<file path="config.mk">
export PLATFORM = sky130hd
export DESIGN_NAME = vga_timing_gen
export DESIGN_NICKNAME = d
export VERILOG_FILES = /design/src/rtl/vga_timing_pkg.sv /design/src/rtl/vga_axis_counter.sv /design/src/rtl/vga_timing_gen.sv
export SDC_FILE = /design/constraint.sdc
export NUM_CORES = 1
export LEC_CHECK = 0
export BUFFER_PORTS_ARGS = -buffer_cell sky130_fd_sc_hd__buf_2
export CAP_MARGIN = 20
export CORE_MARGIN = 1
export CORE_UTILIZATION = 63
export DETAILED_ROUTE_END_ITERATION = 6
export PLACE_DENSITY = 0.82
export SETUP_SLACK_MARGIN = 0.15
export SLEW_MARGIN = 5
export SYNTH_ARGS = -nofsm -noshare
export SYNTH_HDL_FRONTEND = slang
export SYNTH_SLANG_ARGS = --single-unit
</file>
<file path="constraint.sdc">
create_clock -name CLOCK -period 4.04 [get_ports CLOCK]
set_input_delay 0.808 -clock CLOCK [delete_from_list [all_inputs] [get_ports CLOCK]]
set_output_delay 0.808 -clock CLOCK [all_outputs]
set_load 0.03 [all_outputs]
</file>
<file path="src/rtl/vga_timing_pkg.sv">
// Shared types, default 800x600@72 timing and sizing helpers for the VGA timing generator.
package vga_timing_pkg;

  typedef enum logic [1:0] {ACTIVE, FRONT, SYNC, BACK} region_t;

  localparam int DEF_H_VISIBLE = 800;
  localparam int DEF_H_FRONT   = 56;
  localparam int DEF_H_SYNC    = 120;
  localparam int DEF_H_BACK    = 64;
  localparam int DEF_V_VISIBLE = 600;
  localparam int DEF_V_FRONT   = 37;
  localparam int DEF_V_SYNC    = 6;
  localparam int DEF_V_BACK    = 23;
  localparam int DEF_H_POL     = 1;
  localparam int DEF_V_POL     = 1;
  localparam int DEF_LOOKAHEAD = 2;

  function automatic int seg_total(input int visible, input int front,
                                   input int sync_len, input int back);
    return visible + front + sync_len + back;
  endfunction

  // One shared coordinate width so X and Y ports have the same type.
  function automatic int axis_width(input int h_total, input int v_total);
    return $clog2((h_total > v_total) ? h_total : v_total);
  endfunction

endpackage

</file>
<file path="src/rtl/vga_axis_counter.sv">
// One raster axis: position counter, end-of-axis wrap flag and ACTIVE/FRONT/SYNC/BACK region FSM.
module vga_axis_counter
  import vga_timing_pkg::*;
#(
  parameter int VIS_LEN   = DEF_H_VISIBLE,
  parameter int FRONT_LEN = DEF_H_FRONT,
  parameter int SYNC_LEN  = DEF_H_SYNC,
  parameter int BACK_LEN  = DEF_H_BACK,
  parameter int W         = 11
) (
  input  logic         clk,
  input  logic         reset,
  input  logic         step,
  output logic [W-1:0] count,
  output logic         wrap,
  output region_t      region
);

  localparam int TOTAL = seg_total(VIS_LEN, FRONT_LEN, SYNC_LEN, BACK_LEN);
  localparam logic [W-1:0] FRONT_AT = W'(VIS_LEN);
  localparam logic [W-1:0] SYNC_AT  = W'(VIS_LEN + FRONT_LEN);
  localparam logic [W-1:0] BACK_AT  = W'(VIS_LEN + FRONT_LEN + SYNC_LEN);
  localparam logic [W-1:0] LAST     = W'(TOTAL - 1);

  region_t      region_next;
  logic [W-1:0] count_next;

  assign wrap       = (count == LAST);
  assign count_next = wrap ? '0 : count + 1'b1;

  always_ff @(posedge clk) begin
    if (reset) begin
      count  <= '0;
      region <= ACTIVE;
    end else begin
      region <= region_next;
      if (step) count <= count_next;
    end
  end

  // Region follows the value the counter is about to take, so it always matches count.
  always_comb begin
    region_next = region;
    if (step) begin
      case (region)
        ACTIVE:  if (count_next == FRONT_AT) region_next = FRONT;
        FRONT:   if (count_next == SYNC_AT)  region_next = SYNC;
        SYNC:    if (count_next == BACK_AT)  region_next = BACK;
        BACK:    if (wrap)                   region_next = ACTIVE;
        default: region_next = ACTIVE;
      endcase
    end
  end

endmodule

</file>
<file path="src/rtl/vga_timing_gen.sv">
// Parametrised VGA raster timing generator with pixel enable and sync polarity.
// Optional prefetch outputs Req/Req_X/Req_Y are built when VGA_TIMING_LOOKAHEAD_EN is defined.
module vga_timing_gen
  import vga_timing_pkg::*;
#(
  parameter int H_VISIBLE = DEF_H_VISIBLE,
  parameter int H_FRONT   = DEF_H_FRONT,
  parameter int H_SYNC    = DEF_H_SYNC,
  parameter int H_BACK    = DEF_H_BACK,
  parameter int V_VISIBLE = DEF_V_VISIBLE,
  parameter int V_FRONT   = DEF_V_FRONT,
  parameter int V_SYNC    = DEF_V_SYNC,
  parameter int V_BACK    = DEF_V_BACK,
  parameter int H_POL     = DEF_H_POL,
  parameter int V_POL     = DEF_V_POL,
  parameter int LOOKAHEAD = DEF_LOOKAHEAD,
  localparam int H_TOTAL  = seg_total(H_VISIBLE, H_FRONT, H_SYNC, H_BACK),
  localparam int V_TOTAL  = seg_total(V_VISIBLE, V_FRONT, V_SYNC, V_BACK),
  localparam int CW       = axis_width(H_TOTAL, V_TOTAL)
) (
  input  logic          CLOCK,
  input  logic          RESET,
  input  logic          Pix_En,
  output logic          H_Sync,
  output logic          V_Sync,
  output logic          Active_Zone,
  output logic [CW-1:0] X_pos,
  output logic [CW-1:0] Y_pos,
  output logic          Line_Start,
  output logic          Frame_Start,
  output logic [7:0]    Frame_Count
`ifdef VGA_TIMING_LOOKAHEAD_EN
  ,
  output logic          Req,
  output logic [CW-1:0] Req_X,
  output logic [CW-1:0] Req_Y
`endif
);

  localparam logic H_ON = 1'(H_POL);
  localparam logic V_ON = 1'(V_POL);

  if (LOOKAHEAD < 1 || LOOKAHEAD > H_BACK) begin : g_bad_lookahead
    $error("vga_timing_gen: LOOKAHEAD must lie in 1..H_BACK");
  end

  logic [CW-1:0] h_count, v_count;
  logic          h_wrap, v_wrap, v_step, visible;
  region_t       h_region, v_region;
  logic [7:0]    frame_cnt;

  assign v_step  = Pix_En & h_wrap;
  assign visible = (h_region == ACTIVE) && (v_region == ACTIVE);

  vga_axis_counter #(
    .VIS_LEN(H_VISIBLE), .FRONT_LEN(H_FRONT), .SYNC_LEN(H_SYNC), .BACK_LEN(H_BACK), .W(CW)
  ) u_h_axis (
    .clk(CLOCK), .reset(RESET), .step(Pix_En),
    .count(h_count), .wrap(h_wrap), .region(h_region)
  );

  vga_axis_counter #(
    .VIS_LEN(V_VISIBLE), .FRONT_LEN(V_FRONT), .SYNC_LEN(V_SYNC), .BACK_LEN(V_BACK), .W(CW)
  ) u_v_axis (
    .clk(CLOCK), .reset(RESET), .step(v_step),
    .count(v_count), .wrap(v_wrap), .region(v_region)
  );

  // Counts frames completed; the registered copy lands alongside the next Frame_Start.
  always_ff @(posedge CLOCK) begin
    if (RESET)                frame_cnt <= '0;
    else if (v_step & v_wrap) frame_cnt <= frame_cnt + 8'd1;
  end

  always_ff @(posedge CLOCK) begin
    if (RESET) begin
      H_Sync      <= ~H_ON;
      V_Sync      <= ~V_ON;
      Active_Zone <= 1'b0;
      X_pos       <= '0;
      Y_pos       <= '0;
      Line_Start  <= 1'b0;
      Frame_Start <= 1'b0;
      Frame_Count <= '0;
    end else if (Pix_En) begin
      H_Sync      <= (h_region == SYNC) ? H_ON : ~H_ON;
      V_Sync      <= (v_region == SYNC) ? V_ON : ~V_ON;
      Active_Zone <= visible;
      X_pos       <= visible ? h_count : '0;
      Y_pos       <= visible ? v_count : '0;
      Line_Start  <= (h_count == '0);
      Frame_Start <= (h_count == '0) && (v_count == '0);
      Frame_Count <= frame_cnt;
    end else begin
      Line_Start  <= 1'b0;
      Frame_Start <= 1'b0;
    end
  end

`ifdef VGA_TIMING_LOOKAHEAD_EN
  logic [CW:0]   h_sum;
  logic          h_over, req_visible;
  logic [CW-1:0] h_ahead, v_ahead;

  // LOOKAHEAD never exceeds H_BACK, so the lead position crosses at most one line boundary.
  always_comb begin
    h_sum   = {1'b0, h_count} + (CW+1)'(LOOKAHEAD);
    h_over  = (h_sum >= (CW+1)'(H_TOTAL));
    h_ahead = h_over ? CW'(h_sum - (CW+1)'(H_TOTAL)) : h_sum[CW-1:0];
    v_ahead = v_count;
    if (h_over) v_ahead = v_wrap ? '0 : v_count + 1'b1;
    req_visible = (h_ahead < CW'(H_VISIBLE)) && (v_ahead < CW'(V_VISIBLE));
  end

  always_ff @(posedge CLOCK) begin
    if (RESET) begin
      Req   <= 1'b0;
      Req_X <= '0;
      Req_Y <= '0;
    end else if (Pix_En) begin
      Req   <= req_visible;
      Req_X <= req_visible ? h_ahead : '0;
      Req_Y <= req_visible ? v_ahead : '0;
    end
  end
`endif

endmodule

</file>
# ---- Word level (Yosys, flattened, before mapping)
# Index checks and enable logic that the tools add are counted.
dict set report classes {
  div_mod_pow 0
  n_mux 16
  bitwise_logic 3
  n_reduce_logical 9
  n_addsub 3
  n_eq_ne 22
  mul 0
  shifts 0
  magnitude_cmp 0
}
# op n
set op_table {}
lappend op_table {{11-bit by 10-bit == test with 1-bit output, second input constant} 7}
lappend op_table {{11-bit two-way mux} 4}
lappend op_table {{11-bit by 1-bit adder with 11-bit output, second input constant} 2}
lappend op_table {{11-bit logical NOT} 2}
lappend op_table {{2-bit two-way mux} 8}
lappend op_table {{2-bit one-hot mux with 4 select lines} 2}
lappend op_table {{2-bit by 1-bit != test with 1-bit output, second input constant} 7}
lappend op_table {{11-bit == test, second input constant} 1}
lappend op_table {{5-bit AND reduction} 2}
lappend op_table {{8-bit by 1-bit adder with 8-bit output, second input constant} 1}
lappend op_table {{2-bit == test, second input constant} 4}
lappend op_table {{2-bit by 1-bit == test with 1-bit output, second input constant} 2}
lappend op_table {{2-bit logical NOT} 2}
lappend op_table {{1-bit AND} 2}
lappend op_table {{1-bit logical AND} 2}
lappend op_table {{1-bit two-way mux} 2}
lappend op_table {{2-bit != test, second input constant} 1}
lappend op_table {{2-bit OR reduction} 1}
lappend op_table {{1-bit inverter} 1}
dict set report word_totals {
  wordCells 66
  input_bits 3
  regBits 69
  latch_bits 0
  n_memories 0
  out_inout_bits 35
  romBits 0
  ramBits 0
}

# ---- Logic depth before layout (Yosys ltp)
# Gate-level depths: netlist (run 1).
dict set report depth {
  depth_word 5
  ltp_mapped 10
  mapped_depth_nobuf 9
}

# ---- Cells and area by module
# Synthesis (run 1) repeated with hierarchy kept, for this count alone.
dict set report unflattened {
  cells_unflattened 437
  area_unflattened_um2 3722.3
}
# module seq_area_each_um2 n_inst cells_per_inst area_per_inst_um2
set by_module_without_submodules {}
lappend by_module_without_submodules {vga_timing_gen 860.8 1 187 1717.9}
lappend by_module_without_submodules {{vga_axis_counter at u_v_axis} 260.2 1 125 1012.2}
lappend by_module_without_submodules {{vga_axis_counter at u_h_axis} 260.2 1 125 992.2}

# ---- Worst setup path after synthesis (run 1)
# No wires, ideal clock.
dict set report synth_timing {
  kind {register to register}
  startpoint {reg u_h_axis.count[1]}
  endpoint {reg u_h_axis.region[0]}
  arrival_time_ps 2576
  setup_slack_ps 1379
  period_less_slack_ps 2661
  path_buffers 1
  t_required_ps 3954
  setup_time_ps 86
  stages_incl_launch_ff 10
  cell_sequence {dfxtp_1 > ha_1 > buf_2 > and3_1 > and3_1 > nor2_2 > mux2_2 > or4_1 > a221o_1 > a211oi_1}
}
dict set report synth_via {
  elab_chain_len 5
  elab_cells_between_ends 11
  cone_classes {add/sub (1); eq/ne (8); mux (1); reduce/logical (1)}
}
# item line
set synth_lines {}
lappend synth_lines {{start: declaration} vga_axis_counter.sv:14} ;# output logic [W-1:0] count,
lappend synth_lines {{start signal: assignment} vga_axis_counter.sv:37} ;# if (step) count <= count_next;
lappend synth_lines {{11-bit by 1-bit adder with 11-bit output or 11-bit == test (tied branches)} {vga_axis_counter.sv:29, vga_axis_counter.sv:28}}
lappend synth_lines {{11-bit two-way mux} vga_axis_counter.sv:29} ;# assign count_next = wrap ? '0 : count + 1'b1;
lappend synth_lines {{11-bit by 10-bit == test with 1-bit output (on tied branches)} {vga_axis_counter.sv:47, vga_axis_counter.sv:46, vga_axis_counter.sv:48}}
lappend synth_lines {{2-bit by 1-bit != test with 1-bit output (no line)} -}
lappend synth_lines {{5-bit AND reduction (no line) (*)} -}
lappend synth_lines {{end signal: assignment} vga_axis_counter.sv:36} ;# region <= region_next;
lappend synth_lines {{end: declaration} vga_axis_counter.sv:16} ;# output region_t region
# Every way passes the cells marked *; elsewhere a longest branch is shown, timed or not.
# A chain may end at the register's enable or synchronous reset.

# ---- Final worst setup path (run 1)
dict set report layout_timing {
  startpoint {reg u_v_axis.count[0]}
  endpoint {reg u_v_axis.region[1]}
}
dict set report layout_via {
  elab_chain_len 5
  elab_cells_between_ends 11
  cone_classes {add/sub (1); eq/ne (8); mux (1); reduce/logical (1)}
}
# item line
set layout_lines {}
lappend layout_lines {{start: declaration} vga_axis_counter.sv:14}
lappend layout_lines {{start signal: assignment} vga_axis_counter.sv:37}
lappend layout_lines {{11-bit by 1-bit adder with 11-bit output or 11-bit by 10-bit == test with 1-bit output (tied branches)} {vga_axis_counter.sv:29, vga_axis_counter.sv:28}}
lappend layout_lines {{11-bit two-way mux} vga_axis_counter.sv:29}
lappend layout_lines {{11-bit by 10-bit == test with 1-bit output (on tied branches)} {vga_axis_counter.sv:47, vga_axis_counter.sv:46, vga_axis_counter.sv:48}}
lappend layout_lines {{2-bit by 1-bit != test with 1-bit output (no line)} -}
lappend layout_lines {{5-bit AND reduction (no line) (*)} -}
lappend layout_lines {{end signal: assignment} vga_axis_counter.sv:36}
lappend layout_lines {{end: declaration} vga_axis_counter.sv:16}
# Marked as above.

==> impl_metrics.json, run 1 <==
{
  "status": "finished, violations left",
  "failed_checks": "design-rule violations",
  "ys_seq_area_share_pct": 39.2,
  "cts_tree": "built",
  "whs_ns": 0.489,
  "synth_common_cells": "nor2_1, dfxtp_1, a22oi_1, nand2_1, o21ai_0",
  "crit_chain": "ha_1 > nand2_1 > or3_1 > a2111oi_0 > nand4_1 > a2111oi_2 > mux2i_1 > nor2_1",
  "synth_edf_count": 0,
  "rows": 26,
  "synthCells": 414,
  "p_per_area_mw_per_mm2": 320,
  "crit_family": "compound AO/OA/AOI/OAI gates",
  "fin_setup_tns_ns": 0,
  "utilization_pct": 72.9,
  "yosysMostFrequentCell": "nor2_1",
  "port_buffers": 37,
  "viasPerCell": 6.01,
  "postCtsSetupBuffers": 0,
  "hp-class": "flop to flop",
  "syn_area_sq_mm": 0.00352,
  "drtAntennaViolNets": 0,
  "total_power_w": 0.00122,
  "cts_made_buffers": 9,
  "cts_max_level": 3,
  "die_width_um": 76.7,
  "fmax_ghz": 0.315,
  "io_pins": 38,
  "cts-root-buf": "clkbuf_8",
  "start_util_pct": 67.2,
  "ys.flop_type": "dfxtp_1",
  "post-route-min-period_ns": 3.17,
  "cp_num_cells": 8,
  "slew_viol_final": 0,
  "slew_headroom_pct": 36.9,
  "yosysTopAreaCell": "dfxtp_1",
  "coreArea_sq_mm": 0.00524,
  "synth.distinct_cells": 56,
  "die-area_sq_mm": 0.00589,
  "crit_type": "flop to flop",
  "cts_hold_buf": 0,
  "clk_pin_slew_ns": 0.07,
  "maxCapViolCount": 0,
  "num_antenna_cells": 0,
  "crit_start": "u_v_axis.count[0]$_SDFFE_PP0P_",
  "syn_avg_cell_area_sq_um": 8.50,
  "place_area_sq_mm": 0.00365,
  "drc": 2,
  "num_vias": 3058,
  "hold_violations": 0,
  "cp_slowest_cell": "a2111oi_0",
  "min_period_over_period_pct": 78.5,
  "firstDrtPassIters": 7,
  "clk_latency_ns": 0.34,
  "crit_fanout": 12,
  "crit_end": "u_v_axis.region[1]$_SDFFE_PP0P_",
  "final_area_sq_mm": 0.00382,
  "drive_gt1_share_pct": 15.3,
  "drt_iter0_drc": 256,
  "grt_max_degree": 48,
  "gp_congestion": 1.00,
  "fp.dieH_um": 76.7,
  "cellLeakagePower_nw": 1.48,
  "fillCellCount": 434,
  "async_flop_share_pct": 0,
  "rsz0062_at_grt": "no",
  "skew_ns": 0.00696,
  "path_buf_inv": 0,
  "r2r_cells": 8,
  "antenna_found_initial": 0,
  "required_ns": 4.27,
  "worst_pin_slew_ns": 0.946,
  "multi_input_area_sq_mm": 0.00191,
  "yosysWarnings": 0,
  "cpPeakStageDelay_ns": 0.60,
  "clkSinkCount": 69,
  "grt_overflow": 0,
  "drt-total-wl_um": 7690,
  "ys_seq_elements": 69,
  "track_usage_pct": 28.0,
  "synth_top_area_share_pct": 39.2,
  "worstPathArrival_ns": 3.40,
  "grt_pass1_vias": 2844,
  "r2r_end": "u_v_axis.region[1]$_SDFFE_PP0P_",
  "critPathLaunchType": "flop",
  "r2r-start": "u_v_axis.count[0]$_SDFFE_PP0P_",
  "synthTopCellsByArea": "dfxtp_1, nor2_1, ha_1",
  "area_growth_pct": 8.46,
  "reg2reg_setup_slack_ns": 0.87,
  "cts-resized-gates": 0,
  "endpoint_kind": "flop",
  "grt_pass1_wl_um": 13300,
  "seqCellArea_sq_mm": 0.00138,
  "place_hpwl_um": 5250,
  "peakVddDrop_mv": 0.276,
  "wl_per_cell_um": 15.1,
  "min_path_cells": 2,
  "layout.nets": 453,
  "clockBufferDepth": 2,
  "finalSetupViolCount": 0,
  "syn-num-nets": 432
}
-- routing by layer --
metal | GRT usage [%] | routed length (um) | vias to the layer above
li1 | - | - | 1502
met1 | 37.1 | 3610 | 1421
met2 | 43.9 | 3530 | 117
met3 | 7.02 | 427 | 18
met4 | 10.0 | 129 | 0
met5 | 0 | 0 | -
-- layout by cell type (no fill, tap or decap), drive strengths merged, types with 15 or more instances in the layout --
master / n
o21ai: 18
nor2: 74
dfxtp: 69
a21oi: 17
buf: 40
mux2i: 15
ha: 15
inv: 16
nand2: 18
a22oi: 24
-- power by group --
group	internal (W)	switching [W]	leakage (nW)
Sequential	0.000684	0.00000538	0.557
Combinational	0.0000127	0.0000367	0.844
Clock	0.000234	0.000249	0.0812
Total	0.000931	0.000292	1.48
-- state kept, by name, summed over array words and instances (netlist names) --
name,cells
Y_pos,11
u_v_axis.region,2
Line_Start,1
Frame_Count,8
frame_cnt,8
u_v_axis.count,11
H_Sync,1
Frame_Start,1
Active_Zone,1
V_Sync,1
X_pos,11
u_h_axis.region,2
u_h_axis.count,11
-- kinds of logic (layout without fill, tap and decap cells) --
logic type | count (synthesis) | in the layout | synth area share [%]
and+or+nand+nor | 170 | 170 | 24.9
AOI/OAI and AO/OA | 82 | 82 | 15.5
adders and majority gates | 15 | 15 | 5.33
xor gates and xnor gates | 15 | 15 | 3.73
buffers and inverters | 46 | 71 | 6.36
muxes | 17 | 17 | 4.91
DFF | 69 | 69 | 39.2
-- worst min path at each step --
| stage | endpoint | start |
|---|---|---|
| finish | Frame_Count[1]$_SDFFE_PP0P_ | Frame_Count[1]$_SDFFE_PP0P_ |
| global route | Frame_Count[7]$_SDFFE_PP0P_ | Frame_Count[7]$_SDFFE_PP0P_ |
| CTS | frame_cnt[7]$_SDFFE_PP0P_ | frame_cnt[7]$_SDFFE_PP0P_ |
| detailed placement | Frame_Count[2]$_SDFFE_PP0P_ | Frame_Count[2]$_SDFFE_PP0P_ |
| global placement | Frame_Count[1]$_SDFFE_PP0P_ | Frame_Count[1]$_SDFFE_PP0P_ |
| floorplan | frame_cnt[7]$_SDFFE_PP0P_ | frame_cnt[7]$_SDFFE_PP0P_ |
-- cell type report --
cell class | count | share of cell area, %
inverters | 16 | 1.57
multi-input cells | 299 | 50.1
clock buffers | 11 | 3.70
repair buffers | 40 | 5.44
clock inverters | 4 | 0.656
well taps | 70 | 2.29
flip-flops and latches | 69 | 36.2
-- worst min-delay path, stage by stage (launching register included) --
cell and delay [ns]:
dfxtp_1 0.32, mux2i_1 0.06, nor2_1 0.07
-- stage by stage --
step	worst slack (ns)	std cells
6_report	0.868	509
5_1_grt	0.463	509
4_1_cts	0.886	509
3_5_place_dp	0.915	494
3_3_place_gp	1.06	494
2_1_floorplan	1.38	414
Note: power is estimated with default switching activity, not from simulation.
==> run 2: changes to the inputs <==
--- a/config.mk
+++ b/config.mk
@@ -8,9 +8,9 @@
 export BUFFER_PORTS_ARGS = -buffer_cell sky130_fd_sc_hd__buf_2
 export CAP_MARGIN = 20
 export CORE_MARGIN = 1
-export CORE_UTILIZATION = 63
+export CORE_UTILIZATION = 58
 export DETAILED_ROUTE_END_ITERATION = 6
-export PLACE_DENSITY = 0.82
+export PLACE_DENSITY = 0.76
 export SETUP_SLACK_MARGIN = 0.15
 export SLEW_MARGIN = 5
 export SYNTH_ARGS = -nofsm -noshare
==> constraint.sdc (replaced) <==
create_clock -name CLOCK -period 3.3 [get_ports CLOCK]
set_input_delay 0.66 -clock CLOCK [delete_from_list [all_inputs] [get_ports CLOCK]]
set_output_delay 0.66 -clock CLOCK [all_outputs]
set_load 0.03 [all_outputs]
==> impl_metrics.json, run 2 (synthesis gave the netlist of run 1 again) <==
{
  "drt_iter0_drc": 188,
  "viasPerCell": 5.89,
  "fillCellCount": 487,
  "skew_ns": 0.0113,
  "cpPeakStageDelay_ns": 0.50,
  "cp_slowest_cell": "dfxtp_1",
  "port_buffers": 37,
  "peakVddDrop_mv": 0.236,
  "crit_fanout": 10,
  "clk_pin_slew_ns": 0.08,
  "layout.nets": 461,
  "critPathLaunchType": "flop",
  "clockBufferDepth": 2,
  "gp_congestion": 0.933,
  "r2r-start": "u_h_axis.count[1]$_SDFFE_PP0P_",
  "die-area_sq_mm": 0.00638,
  "worst_pin_slew_ns": 0.750,
  "drtAntennaViolNets": 0,
  "utilization_pct": 67.0,
  "drc": 0,
  "worstPathArrival_ns": 3.16,
  "wl_per_cell_um": 14.7,
  "final_area_sq_mm": 0.00395,
  "maxCapViolCount": 0,
  "start_util_pct": 59.8,
  "reg2reg_setup_slack_ns": 0.41,
  "drive_gt1_share_pct": 17.0,
  "num_antenna_cells": 0,
  "min_period_over_period_pct": 87.6,
  "grt_pass1_vias": 2804,
  "crit_family": "simple AND/OR/NAND/NOR gates",
  "hp-class": "flop to flop",
  "fp.dieH_um": 79.9,
  "seqCellArea_sq_mm": 0.00138,
  "cts_made_buffers": 9,
  "firstDrtPassIters": 4,
  "drt-total-wl_um": 7700,
  "slew_viol_final": 0,
  "final_common_cell": "nor2_1",
  "required_ns": 3.56,
  "grt_max_degree": 43,
  "post-route-min-period_ns": 2.89,
  "endpoint_kind": "flop",
  "die_width_um": 79.9,
  "track_usage_pct": 25.8,
  "slew_headroom_pct": 50.0,
  "place_area_sq_mm": 0.00372,
  "coreArea_sq_mm": 0.00589,
  "min_to": "Frame_Count[5]$_SDFFE_PP0P_",
  "rsz0062_at_grt": "no",
  "dp_cells": 507,
  "clk_latency_ns": 0.35,
  "multi_input_area_sq_mm": 0.00193,
  "area_growth_pct": 12.1,
  "cts_max_level": 3,
  "place_hpwl_um": 5240,
  "r2r_cells": 8,
  "crit_chain": "ha_1 > and3_1 > and3_1 > nor2_2 > mux2_2 > or4_1 > a221o_1 > a211oi_1",
  "min-delay-start": "Frame_Count[5]$_SDFFE_PP0P_",
  "whs_ns": 0.492,
  "min_path_cells": 2,
  "fin_setup_tns_ns": 0,
  "rows": 28,
  "status": "finished, final reports clean",
  "crit_top_cell": "and3_1",
  "r2r_end": "u_h_axis.region[0]$_SDFFE_PP0P_",
  "cts-root-buf": "clkbuf_8",
  "fin_cells": 523,
  "finalSetupViolCount": 0,
  "io_pins": 38,
  "postCtsSetupBuffers": 0,
  "antenna_found_initial": 0,
  "hold_violations": 0,
  "fmax_ghz": 0.346,
  "num_vias": 3083,
  "layout_common_cells": "nor2_1, dfxtp_1, buf_2",
  "grt_overflow": 0,
  "grt_pass1_wl_um": 12900,
  "cellLeakagePower_nw": 1.55,
  "path_buf_inv": 0,
  "cts_tree": "built",
  "crit_type": "flop to flop",
  "clkSinkCount": 69,
  "p_per_area_mw_per_mm2": 422
}
-- run 2: changes by cell type in the layout (fill, tap and decap cells not counted) --
cell / delta
bufinv_16: +2
a2111oi_1: +1
clkbuf_8: -1
buf_4: +8
a2111oi_4: +1
a2111oi_0: -1
a2111oi_2: -1
clkinv_4: +2
clkinvlp_4: -2
-- run 2: how the worst max path moves through the flow --
stage	to	startpoint	depth (start not counted)	slack, ns
floorplan	u_h_axis.region[0]$_SDFFE_PP0P_	u_h_axis.count[1]$_SDFFE_PP0P_	9	0.64
global placement	u_h_axis.region[0]$_SDFFE_PP0P_	u_h_axis.count[1]$_SDFFE_PP0P_	8	0.51
detailed placement	u_v_axis.region[1]$_SDFFE_PP0P_	u_v_axis.count[1]$_SDFFE_PP0P_	8	0.41
CTS	u_v_axis.region[1]$_SDFFE_PP0P_	u_v_axis.count[1]$_SDFFE_PP0P_	8	0.32
global route	u_h_axis.region[0]$_SDFFE_PP0P_	u_h_axis.count[5]$_SDFFE_PP0P_	7	0.17
finish	u_h_axis.region[0]$_SDFFE_PP0P_	u_h_axis.count[1]$_SDFFE_PP0P_	8	0.41
-- run 2: what timing repair did --
item | in CTS | in global routing
endpoints found under the setup margin | 0 | 2
resized for setup | 0 | 2
hold buffers | 0 | 0
-- run 2: power by group --
part / internal (W) / total (W) / leakage (nW) / switching [W]
sequential: 0.000837 / 0.000842 / 0.557 / 0.00000463
combinational: 0.0000174 / 0.0000644 / 0.885 / 0.0000470
clock: 0.000426 / 0.000757 / 0.110 / 0.000331
-- run 2: tightest hold or removal path: stages, from the launching register on --
cell	delay [ns]
dfxtp_1	0.33
mux2i_1	0.06
nor2_1	0.07
-- run 2: stage by stage --
stage / setup WS, ns / power [W]
3_5_place_dp: 0.410 / 0.000926
3_3_place_gp: 0.514 / 0.000925
2_1_floorplan: 0.639 / 0.000910
5_1_grt: 0.175 / 0.00172
6_report: 0.409 / 0.00166
4_1_cts: 0.323 / 0.00167
-- run 2: final cells by class --
class | instances | area share, %
Timing Repair Buffer | 48 | 6.79
Clock inverter | 6 | 2.22
Inverter | 16 | 1.52
Multi-Input combinational cell | 299 | 48.9
Clock buffer | 10 | 3.23
Sequential cell | 69 | 35.0
Tap cell | 75 | 2.38
-- run 2: layer usage --
metal  GRT usage (%)  part of all wire, %  up-vias
li1                -                    -     1526
met1            34.7                   47     1449
met2            39.1                   45       93
met3            5.71                  5.7       15
met4            12.1                  2.0        0
met5               0                    0        -
